==> config.mk <==
export PLATFORM = sky130hd
export DESIGN_NAME = mic_capture_ctrl_flat
export DESIGN_NICKNAME = d
export VERILOG_FILES = /design/src/rtl/mic_capture_ctrl_if.sv /design/src/rtl/mic_capture_ctrl.sv /design/src/flat_wrapper.sv
export SDC_FILE = /design/constraint.sdc
export NUM_CORES = 1
export LEC_CHECK = 0
export CELL_PAD_IN_SITES_DETAIL_PLACEMENT = 0
export CELL_PAD_IN_SITES_GLOBAL_PLACEMENT = 1
export CORE_ASPECT_RATIO = 0.9
export CORE_MARGIN = 1.5
export CORE_UTILIZATION = 47
export CTS_CLUSTER_DIAMETER = 200
export DETAILED_ROUTE_END_ITERATION = 10
export GPL_TIMING_DRIVEN = 0
export PLACE_DENSITY_LB_ADDON = 0.1
export SETUP_SLACK_MARGIN = 0.4
export SYNTH_ARGS = -nofsm -noshare
export SYNTH_HDL_FRONTEND = slang
export SYNTH_SLANG_ARGS = --single-unit
==> constraint.sdc <==
create_clock -name clk -period 3.95 [get_ports clk]
set_clock_uncertainty 0.05 [all_clocks]
set_input_delay 0.9875 -clock clk [delete_from_list [all_inputs] [get_ports clk]]
set_output_delay 0.9875 -clock clk [all_outputs]
set_load 0.005 [all_outputs]
==> src/rtl/mic_capture_ctrl_if.sv <==
// rtl/mic_capture_ctrl_if.sv - receiver link and FIFO read port bundle for mic_capture_ctrl
interface mic_capture_ctrl_if #(
    parameter int DATA_W  = 18,
    parameter int FIFO_AW = 4
);
    logic              mic_en;
    logic              mic_done;
    logic [DATA_W-1:0] mic_data;
    logic              rd_en;
    logic [DATA_W-1:0] rd_data;
    logic              empty;
    logic              full;
    logic [FIFO_AW:0]  level;

    modport master (
        output mic_en,
        input  mic_done, mic_data,
        input  rd_en,
        output rd_data, empty, full, level
    );

    modport slave (
        input  mic_en,
        output mic_done, mic_data,
        output rd_en,
        input  rd_data, empty, full, level
    );
endinterface

==> src/rtl/mic_capture_ctrl.sv <==
// rtl/mic_capture_ctrl.sv - I2S mic capture sequencer with show-ahead sample FIFO (optional watchdog: MIC_CTRL_TIMEOUT_EN)
module mic_capture_ctrl #(
    parameter int DATA_W  = 18,
    parameter int FIFO_AW = 4,
    parameter int CNT_W   = 16
`ifdef MIC_CTRL_TIMEOUT_EN
    ,
    parameter int TIMEOUT_CYC = 65535
`endif
) (
    input  logic             clk,
    input  logic             reset,
    input  logic             start,
    input  logic             stop,
    input  logic [CNT_W-1:0] num_samples,
    input  logic             fifo_clr,
    output logic             busy,
    output logic             cap_done,
    output logic             overflow,
    output logic             timeout,
    mic_capture_ctrl_if.master bus
);
    localparam int DEPTH = 1 << FIFO_AW;

    typedef enum logic [2:0] {S_IDLE, S_ARM, S_WAIT, S_FINISH, S_REARM} state_t;

    state_t              state, next_state;
    logic                done_q;
    logic [CNT_W-1:0]    remaining;
    logic                cont;
    logic [FIFO_AW:0]    wr_ptr, rd_ptr;
    logic [DATA_W-1:0]   mem [DEPTH];
    logic                overflow_q;
    logic                mic_edge, sample_wr, last_sample, start_ok;
    logic                fifo_empty, fifo_full, do_rd, do_wr;
    logic                wd_fire;

    assign mic_edge    = bus.mic_done & ~done_q;
    assign sample_wr   = (state == S_WAIT) && mic_edge;
    assign last_sample = sample_wr && !cont && (remaining == CNT_W'(1));
    assign start_ok    = (state == S_IDLE) && start && !stop;

    // Extra pointer bit distinguishes full from empty when the low bits match.
    assign fifo_empty = (wr_ptr == rd_ptr);
    assign fifo_full  = (wr_ptr[FIFO_AW] != rd_ptr[FIFO_AW]) &&
                        (wr_ptr[FIFO_AW-1:0] == rd_ptr[FIFO_AW-1:0]);
    assign do_rd      = bus.rd_en && !fifo_empty && !fifo_clr;
    assign do_wr      = sample_wr && (!fifo_full || do_rd) && !fifo_clr;

    assign bus.empty   = fifo_empty;
    assign bus.full    = fifo_full;
    assign bus.level   = wr_ptr - rd_ptr;
    assign bus.rd_data = fifo_empty ? '0 : mem[rd_ptr[FIFO_AW-1:0]];
    assign bus.mic_en  = (state == S_ARM) || (state == S_WAIT);
    assign busy        = (state != S_IDLE);
    assign cap_done    = (state == S_FINISH);
    assign overflow    = overflow_q;

    always_ff @(posedge clk) begin
        if (do_wr) mem[wr_ptr[FIFO_AW-1:0]] <= bus.mic_data;
    end

    always_ff @(posedge clk or negedge reset) begin
        if (!reset) begin
            wr_ptr     <= '0;
            rd_ptr     <= '0;
            overflow_q <= 1'b0;
        end else if (fifo_clr) begin
            wr_ptr     <= '0;
            rd_ptr     <= '0;
            overflow_q <= 1'b0;
        end else begin
            if (do_wr) wr_ptr <= wr_ptr + 1'b1;
            if (do_rd) rd_ptr <= rd_ptr + 1'b1;
            if (sample_wr && fifo_full && !do_rd) overflow_q <= 1'b1;
        end
    end

    always_ff @(posedge clk or negedge reset) begin
        if (!reset) begin
            state     <= S_IDLE;
            done_q    <= 1'b0;
            remaining <= '0;
            cont      <= 1'b0;
        end else begin
            state  <= next_state;
            done_q <= bus.mic_done;
            if (start_ok) begin
                remaining <= num_samples;
                cont      <= (num_samples == '0);
            end else if (sample_wr && !cont) begin
                remaining <= remaining - 1'b1;
            end
        end
    end

`ifdef MIC_CTRL_TIMEOUT_EN
    localparam int WD_W = $clog2(TIMEOUT_CYC + 1);

    logic [WD_W-1:0] wd_cnt;
    logic            timeout_q;

    assign wd_fire = (state == S_WAIT) && !mic_edge && !stop &&
                     (wd_cnt == WD_W'(TIMEOUT_CYC - 1));
    assign timeout = timeout_q;

    always_ff @(posedge clk or negedge reset) begin
        if (!reset) begin
            wd_cnt    <= '0;
            timeout_q <= 1'b0;
        end else begin
            if (state != S_WAIT || mic_edge) wd_cnt <= '0;
            else                             wd_cnt <= wd_cnt + 1'b1;
            if (start_ok)     timeout_q <= 1'b0;
            else if (wd_fire) timeout_q <= 1'b1;
        end
    end
`else
    assign wd_fire = 1'b0;
    assign timeout = 1'b0;
`endif

    always_comb begin
        next_state = state;
        case (state)
            S_IDLE:   if (start_ok) next_state = S_ARM;
            S_ARM:    next_state = stop ? S_IDLE : S_WAIT;
            S_WAIT: begin
                if (stop)             next_state = S_IDLE;
                else if (last_sample) next_state = S_FINISH;
                else if (wd_fire)     next_state = S_REARM;
            end
            S_FINISH: next_state = S_IDLE;
            S_REARM:  next_state = stop ? S_IDLE : S_ARM;
            default:  next_state = S_IDLE;
        endcase
    end
endmodule

==> src/flat_wrapper.sv <==
// flat-port wrapper written by rule: the top's interface ports become plain ports
module mic_capture_ctrl_flat 
#(
    parameter int DATA_W  = 18,
    parameter int FIFO_AW = 4,
    parameter int CNT_W   = 16

)
  (clk, reset, start, stop, num_samples, fifo_clr, busy, cap_done, overflow, timeout, bus_mic_en, bus_mic_done, bus_mic_data, bus_rd_en, bus_rd_data, bus_empty, bus_full, bus_level);
  mic_capture_ctrl_if #(.DATA_W(DATA_W), .FIFO_AW(FIFO_AW)) bus_i ();
  input  logic clk;
  input  logic reset;
  input  logic start;
  input  logic stop;
  input  logic [CNT_W-1:0] num_samples;
  input  logic fifo_clr;
  output logic busy;
  output logic cap_done;
  output logic overflow;
  output logic timeout;
  output wire logic [$bits(bus_i.mic_en)-1:0] bus_mic_en;
  input wire logic [$bits(bus_i.mic_done)-1:0] bus_mic_done;
  input wire logic [$bits(bus_i.mic_data)-1:0] bus_mic_data;
  input wire logic [$bits(bus_i.rd_en)-1:0] bus_rd_en;
  output wire logic [$bits(bus_i.rd_data)-1:0] bus_rd_data;
  output wire logic [$bits(bus_i.empty)-1:0] bus_empty;
  output wire logic [$bits(bus_i.full)-1:0] bus_full;
  output wire logic [$bits(bus_i.level)-1:0] bus_level;
  assign bus_mic_en = bus_i.mic_en;
  assign bus_i.mic_done = bus_mic_done;
  assign bus_i.mic_data = bus_mic_data;
  assign bus_i.rd_en = bus_rd_en;
  assign bus_rd_data = bus_i.rd_data;
  assign bus_empty = bus_i.empty;
  assign bus_full = bus_i.full;
  assign bus_level = bus_i.level;
  mic_capture_ctrl #(.DATA_W(DATA_W), .FIFO_AW(FIFO_AW), .CNT_W(CNT_W)) u_core (.clk(clk), .reset(reset), .start(start), .stop(stop), .num_samples(num_samples), .fifo_clr(fifo_clr), .busy(busy), .cap_done(cap_done), .overflow(overflow), .timeout(timeout), .bus(bus_i));
endmodule
==> run summary, run 1 <==
* result of the run: finished clean
* critical register-to-register path startpoint: u_core.state[0]
* Most Used Layer, Global Route: met2
* GR Util All Layers: 0.223
* CTS tree: built
* worst reg-to-reg path cell count: 7
* pre-CTS worst setup slack: -1.56 ns
* Cell Area, Synth: 13000 um^2
* worst reg2reg setup slack: 0.67 ns
* Sequential Area: 9430 um^2
* number of enable flip-flop cells after synthesis: 288
* number of design rule violations left after detail routing: 0
* min-delay worst type: flip-flop to flip-flop
* count of H-tree levels built during CTS: 2
* standard-cell rows: 57
* complex-gate fraction of the synthesized area: 0.0345
* clock network latency to the later pin of the worst-skew pair: 0.51 ns
* setup TNS: 0 ns
* violation count after the first detailed-route iteration: 590
* final-layout fill cell count: 1967
* aggregate routed wire length: 30500 um
* leading cell type in the layout, fill and taps excluded: sky130_fd_sc_hd__edfxtp_1
* biggest area contributors in the synthesized netlist: sky130_fd_sc_hd__edfxtp_1 67%, sky130_fd_sc_hd__mux4_2 12%, sky130_fd_sc_hd__dfrtp_1 6.0%, sky130_fd_sc_hd__mux2i_1 1.6%, sky130_fd_sc_hd__ha_1 1.4%
* fin worst setup slack: 0.274 ns
* die height: 161 um
* xor and xnor fraction of the mapped netlist area: 0.0128
* Hold Buf Count CTS: 0
* FF+latch count, synth: 319
* drt wl/cell: 24.7 um
* category of the worst setup path capture point: primary output
* Routed Antenna Nets: 0
* minimum period implied by the final worst setup slack: 3.68 ns
* total power per unit cell area: 484 nW/um^2
* share of synthesized cell area in and, or, nand and nor gates: 0.0484
* Final Hold Viols: 0
* Avg Inst Size Synth: 18.4 um^2
* Crit Reg-Reg Endpoint: u_core.mem[5][6]
* DRT Pass-1 Iters: 5
* buffers and inverters on the worst path: 6
* commonest register cell after synthesis: sky130_fd_sc_hd__edfxtp_1
* detailed placer's ending HPWL: 19600 um
* crit path cell chain: buf_6 -> clkbuf_16 -> clkinv_4 -> ha_4 -> nand4_1 -> nor2_2 -> or3_4 -> buf_8 -> clkbuf_16 -> o221ai_4 -> buf_2
* I/O pins: 71
* Final nets: 914
* total chip power: 7880 uW
* Adder-Cell Fraction of Synth Area: 0.0160
* capture endpoint of the worst hold path: u_core.overflow
* TritonCTS sink count: 319
* cell depth of the worst hold path: 2
* starting utilization of the core area: 0.479
* Synthesis Warnings: 0
* Area Growth Syn to Fin: 25.2%
* Worst Path Max Fanout: 5
* max incr delay on CP: 0.40 ns
* final clock period utilization by the worst path: 0.931
* startpoint of the most critical hold path: u_core.overflow
* fraction of final layout cells sized beyond drive strength 1: 0.302
* Final setup viols: 0
* proportion of netlist area held by the largest area contributor: 0.666
* max-slew violation count: 0
* die outline area: 28700 um^2
* most frequent cells in the layout: 288 x sky130_fd_sc_hd__edfxtp_1, 72 x sky130_fd_sc_hd__mux4_2, 50 x sky130_fd_sc_hd__clkdlybuf4s50_1
* number of global-route vias before repair: 7351
* DR vias/cell: 5.82
* CP most frequent cell: sky130_fd_sc_hd__clkbuf_16
* met2 track utilization from global routing: 0.346
* multiplexer share of the synthesized area: 0.142
* diodes inserted: 0
* root buf cell: sky130_fd_sc_hd__clkbuf_16
* worst slew margin relative to its limit: 0.485
* area of the core: 27100 um^2
* total gr overflow: 0
* count of input and output buffers: 69
* Async S/R FF share, synth: 0.0972
* area of combinational cells with multiple inputs: 3720 um^2
* largest vdd supply drop: 325 uV
* total CTS buffers: 34
* Post-Route Utilization: 0.600
* portion of the post-synthesis area used by sequential elements: 0.725
* clock slew at reported path FFs: 0.06 ns
* number of antenna violations at the first check in global routing: 0
* maximum buffer depth of the clock tree: 3
* first-pass GRT wire length: 46400 um
* startpoint class of the critical path: flip-flop
* Via Count: 7191
* die width: 178 um
* RSZ-0062 raised after global routing: yes
* arrival time reported for the critical path endpoint: 2.64 ns
* number of cells after detailed placement: 1147
* met3 capacity usage during global routing: 0.0322
* max_cap viols: 0
* synthesized netlist cell count: 708
* pin slew with the least headroom to its limit: 0.773 ns
* family with the most delay on the worst path: buffers and inverters
* worst-path cell with the longest stage delay: sky130_fd_sc_hd__dfrtp_1
* required time of the critical path: 2.91 ns
* global placement routability congestion: 0.768
* crit path kind: flip-flop to primary output
* met1 Use GR: 0.337
* library cell with the largest summed area after synthesis: sky130_fd_sc_hd__edfxtp_1
* Post-Synthesis Net Count: 765
* maximum number of pins on one net before global-route repair: 32
* main combinational cell family by area after synthesis: multiplexers
* Final Non-Filler Cells: 1236
* Lkg Pwr: 0.00544 uW
* fmax: 0.272 GHz
* synth unique cells: 52
## sequential cells by signal (all words and copies together), names as in the netlist
signal,flops
u_core.remaining,16
u_core.wr_ptr,5
u_core.state,2
u_core.mem,288
u_core.cont,1
u_core.rd_ptr,5
u_core.overflow,1
u_core.done_q,1
## worst register-to-register path: cells and delay by family (launching register included)
kind | cells | cell delay [ns]
AOI/OAI and AO/OA | 1 | 0.67
adders and majority gates | 1 | 0.25
DFF | 1 | 0.41
and+or+nand+nor | 3 | 1.26
buffers and inverters | 2 | 0.33
## cell families after synthesis
logic type,count (synthesis)
buf+inv,69
xor+xnor,19
mux,94
flops,319
fa+ha+maj,16
simple gates,124
compound gates,66
other cells,1
## cell type report
class / count / area share
Multi-Input combinational cell: 320 / 0.229
Inverter: 35 / 0.00854
Clock buffer: 47 / 0.0565
Buffer: 34 / 0.0178
Clock inverter: 14 / 0.00992
Tap cell: 354 / 0.0272
Sequential cell: 319 / 0.580
Timing Repair Buffer: 113 / 0.0717
## metrics by stage
step                instance area (um^2)  hold slack, ns
CTS                                16000           0.497
global route                       16300           0.539
global placement                   14200           0.426
finish                             16300           0.484
floorplan                          13000           0.436
detailed placement                 14500           0.485
## worst max-delay path by stage
stage | startpoint | end | slack (ns) | cells after the start
final | u_core.rd_ptr[3] | bus_rd_data[13] | 0.27 | 11
after global routing | u_core.rd_ptr[3] | bus_rd_data[7] | 0.20 | 11
after floorplan | u_core.rd_ptr[3] | bus_rd_data[10] | 0.43 | 10
after global placement | u_core.rd_ptr[3] | bus_rd_data[8] | -1.52 | 9
after detailed placement | u_core.rd_ptr[3] | bus_rd_data[8] | -1.56 | 9
after CTS | u_core.rd_ptr[3] | bus_rd_data[14] | 0.23 | 11
## metal layers
| layer | share of wire | wire length [um] | up-vias |
|---|---|---|---|
| li1 | - | - | 3156 |
| met4 | 0.017 | 519 | 0 |
| met3 | 0.052 | 1590 | 39 |
| met1 | 0.46 | 14000 | 3780 |
| met5 | 0 | 0 | - |
| met2 | 0.47 | 14400 | 216 |
## synth_stat cells, types with 5 or more instances
library cell	n
sky130_fd_sc_hd__mux2i_1	21
sky130_fd_sc_hd__buf_2	5
sky130_fd_sc_hd__xnor2_1	15
sky130_fd_sc_hd__buf_1	7
sky130_fd_sc_hd__dfrtp_1	31
sky130_fd_sc_hd__edfxtp_1	288
sky130_fd_sc_hd__a21oi_1	17
sky130_fd_sc_hd__nand2_1	27
sky130_fd_sc_hd__ha_1	15
sky130_fd_sc_hd__or4_1	5
sky130_fd_sc_hd__o221ai_1	18
sky130_fd_sc_hd__nor2_1	41
sky130_fd_sc_hd__a31oi_1	8
sky130_fd_sc_hd__o21ai_0	8
sky130_fd_sc_hd__inv_1	35
sky130_fd_sc_hd__nor3_1	8
sky130_fd_sc_hd__nor4_1	10
sky130_fd_sc_hd__mux4_2	72
sky130_fd_sc_hd__or3_1	9
sky130_fd_sc_hd__clkbuf_1	20
## report_power, final
| group | internal [uW] | switching [uW] | total (uW) |
|---|---|---|---|
| clock | 1840 | 1260 | 3090 |
| sequential | 3780 | 98.0 | 3880 |
| combinational | 442 | 468 | 910 |
| total | 6060 | 1820 | 7880 |
## what timing repair did
action | 4_1_cts | 5_1_grt
gates cloned | 1 | 0
gates resized for setup | 164 | 45
setup buffers | 16 | 11
hold endpoints to repair | 0 | 0
endpoints found under the setup margin | 305 | 145
pin swaps | 19 | 13
No activity file was read; power rests on OpenSTA's default activity.
==> inputs of run 2 (changes only) <==
--- a/config.mk
+++ b/config.mk
@@ -5,6 +5,7 @@
 export SDC_FILE = /design/constraint.sdc
 export NUM_CORES = 1
 export LEC_CHECK = 0
+export CAP_MARGIN = 40
 export CELL_PAD_IN_SITES_DETAIL_PLACEMENT = 0
 export CELL_PAD_IN_SITES_GLOBAL_PLACEMENT = 1
 export CORE_ASPECT_RATIO = 0.9
@@ -13,6 +14,8 @@
 export CTS_CLUSTER_DIAMETER = 200
 export DETAILED_ROUTE_END_ITERATION = 10
 export GPL_TIMING_DRIVEN = 0
+export HOLD_SLACK_MARGIN = 0.02
+export MAX_ROUTING_LAYER = met4
 export PLACE_DENSITY_LB_ADDON = 0.1
 export SETUP_SLACK_MARGIN = 0.4
 export SYNTH_ARGS = -nofsm -noshare
==> run 2 against run 1 <==
  * Global-route usage up 0.56 points
  * First-iteration DRC count is 12% lower
  * Count of clock-buffer cells in the layout decreased by 7
  * Critical endpoint is now bus_rd_data[7]
==> run summary, run 2 (synthesized netlist as in run 1, its figures left out) <==
* RSZ-0062 raised after global routing: yes, unchanged
* violation count after the first detailed-route iteration: 518, was 590
* aggregate routed wire length: 30400 um, was 30500 um
* pre-CTS worst setup slack: -1.40 ns, was -1.56 ns
* root buf cell: sky130_fd_sc_hd__clkbuf_16, unchanged
* pin slew with the least headroom to its limit: 0.810 ns, was 0.773 ns
* number of antenna violations at the first check in global routing: 0, unchanged
* Largest register FFs: 288, unchanged
* total gr overflow: 0, unchanged
* result of the run: finished clean, unchanged
* startpoint class of the critical path: flip-flop, unchanged
* Hold Buf Count CTS: 0, unchanged
* crit path cell chain: inv_2 -> buf_4 -> ha_4 -> nand4_1 -> nor2_2 -> or3_4 -> buf_12 -> clkbuf_16 -> o221ai_4 -> buf_2, was buf_6 -> clkbuf_16 -> clkinv_4 -> ha_4 -> nand4_1 -> nor2_2 -> or3_4 -> buf_8 -> clkbuf_16 -> o221ai_4 -> buf_2
* worst slew margin relative to its limit: 0.459, was 0.485
* minimum period implied by the final worst setup slack: 3.67 ns, was 3.68 ns
* Via Count: 7178, was 7191
* Post-Route Utilization: 0.603, was 0.600
* die width: 178 um, unchanged
* area of combinational cells with multiple inputs: 3700 um^2, was 3720 um^2
* max_cap viols: 0, unchanged
* Final setup viols: 0, unchanged
* leading cell type in the layout, fill and taps excluded: sky130_fd_sc_hd__edfxtp_1, unchanged
* most frequent cells in the layout: 288 x sky130_fd_sc_hd__edfxtp_1, 72 x sky130_fd_sc_hd__mux4_2, 48 x sky130_fd_sc_hd__clkdlybuf4s50_1, was 288 x sky130_fd_sc_hd__edfxtp_1, 72 x sky130_fd_sc_hd__mux4_2, 50 x sky130_fd_sc_hd__clkdlybuf4s50_1
* standard-cell rows: 57, unchanged
* first-pass GRT wire length: 46000 um, was 46400 um
* Routed Antenna Nets: 0, unchanged
* area of the core: 27100 um^2, unchanged
* Final nets: 923, was 914
* final-layout fill cell count: 1990, was 1967
* Area Growth Syn to Fin: 25.7%, was 25.2%
* die height: 161 um, unchanged
* number of global-route vias before repair: 7388, was 7351
* worst hold margin: 0.493 ns, was 0.484 ns
* TritonCTS sink count: 319, unchanged
* drt wl/cell: 24.5 um, was 24.7 um
* arrival time reported for the critical path endpoint: 2.64 ns, about the same
* post-placement cell area: 14700 um^2, was 14500 um^2
* maximum number of pins on one net before global-route repair: 32, unchanged
* global placement routability congestion: 0.779, was 0.768
* fmax: 0.272 GHz, about the same
* I/O pins: 71, unchanged
* max incr delay on CP: 0.41 ns, was 0.40 ns
* starting utilization of the core area: 0.479, unchanged
* detailed placer's ending HPWL: 20200 um, was 19600 um
* Lkg Pwr: 0.00549 uW, was 0.00544 uW
* worst-path cell with the longest stage delay: sky130_fd_sc_hd__dfrtp_1, unchanged
* GR Util All Layers: 0.228, was 0.223
* DRT Pass-1 Iters: 4, was 5
* DR vias/cell: 5.79, was 5.82
* fin worst setup slack: 0.276 ns, was 0.274 ns
* largest vdd supply drop: 310 uV, was 325 uV
* Worst Path Max Fanout: 5, unchanged
* count of H-tree levels built during CTS: 2, unchanged
* clock network latency to the later pin of the worst-skew pair: 0.51 ns, about the same
* number of design rule violations left after detail routing: 0, unchanged
* total chip power: 7950 uW, was 7880 uW
* category of the worst setup path capture point: primary output, unchanged
* maximum buffer depth of the clock tree: 3, unchanged
* count of input and output buffers: 69, unchanged
* CTS tree: built, unchanged
* total CTS buffers: 34, unchanged
* max-slew violation count: 0, unchanged
* crit path kind: flip-flop to primary output, unchanged
* min-delay worst type: flip-flop to flip-flop, unchanged
* clock slew at reported path FFs: 0.06 ns, about the same
* diodes inserted: 0, unchanged
* Final Hold Viols: 0, unchanged
* Final Instance Area: 16300 um^2, about the same
* Sequential Area: 9430 um^2, about the same
* fraction of final layout cells sized beyond drive strength 1: 0.315, was 0.302
* total power per unit cell area: 487 nW/um^2, was 484 nW/um^2
* final clock period utilization by the worst path: 0.930, was 0.931
* required time of the critical path: 2.91 ns, about the same
* die outline area: 28700 um^2, unchanged
## run 2: cell types whose count changed in the layout (fill, tap and decap cells not counted), sizes merged
| cell | before | now |
|---|---|---|
| buf | 76 | 86 |
| clkbuf | 68 | 60 |
| clkdlybuf4s50 | 50 | 48 |
| clkinv | 9 | 11 |
| dlygate4sd2 | 0 | 2 |
| bufinv | 3 | 4 |
| inv | 37 | 36 |
## run 2: final cells by class
class	count	share of cell area
flip-flops and latches	319	0.577
inverters	35	0.00835
plain buffers	34	0.0159
multi-input cells	320	0.227
clock buffers	40	0.0548
repair buffers	122	0.0783
clock inverters	16	0.0119
well taps	354	0.0271
## run 2: final timing paths
path / from / end / slack (ns) / depth (start not counted)
min reg2reg: u_core.overflow / u_core.overflow / 0.49 / 2
min in group asynchronous: reset / u_core.remaining[8] / 0.50 / 1
max in group asynchronous: reset / u_core.rd_ptr[1] / 2.82 / 1
max: u_core.rd_ptr[2] / bus_rd_data[7] / 0.28 / 10
min: u_core.overflow / u_core.overflow / 0.49 / 2
max reg2reg: u_core.rd_ptr[3] / u_core.mem[10][2] / 0.63 / 12
## run 2: power by group
part           switching (uW)  internal, uW  leakage, uW
logic                     474           455      0.00198
registers                95.3          3780      0.00296
clock network            1260          1880     0.000538
## run 2: critical path: cells and delay by family, from the launching register on
| family | cells | cell delay (ns) |
|---|---|---|
| buffers and inverters | 5 | 0.71 |
| AOI/OAI and AO/OA | 1 | 0.18 |
| DFF | 1 | 0.41 |
| and+or+nand+nor | 3 | 0.55 |
| adders and majority gates | 1 | 0.26 |
## run 2: per-stage QoR
stage          cells  setup TNS [ns]
3_5_place_dp    1160          -48.10
6_report        1240               0
3_3_place_gp    1131         -299.45
2_1_floorplan    708               0
4_1_cts         1231               0
5_1_grt         1240               0
## run 2: routing by layer
layer,vias up,share of wire,track usage
met3,48,0.052,0.0310
met4,0,0.021,0.0561
met1,3760,0.46,0.334
met2,209,0.47,0.344
li1,3161,-,-
met5,-,0,-
## run 2: repair_timing
item | in CTS | in global routing
pin swaps | 19 | 7
gates resized for setup | 147 | 34
hold endpoints to repair | 0 | 0
setup buffers | 14 | 8
setup endpoints to repair | 303 | 174
cloned | 1 | 1
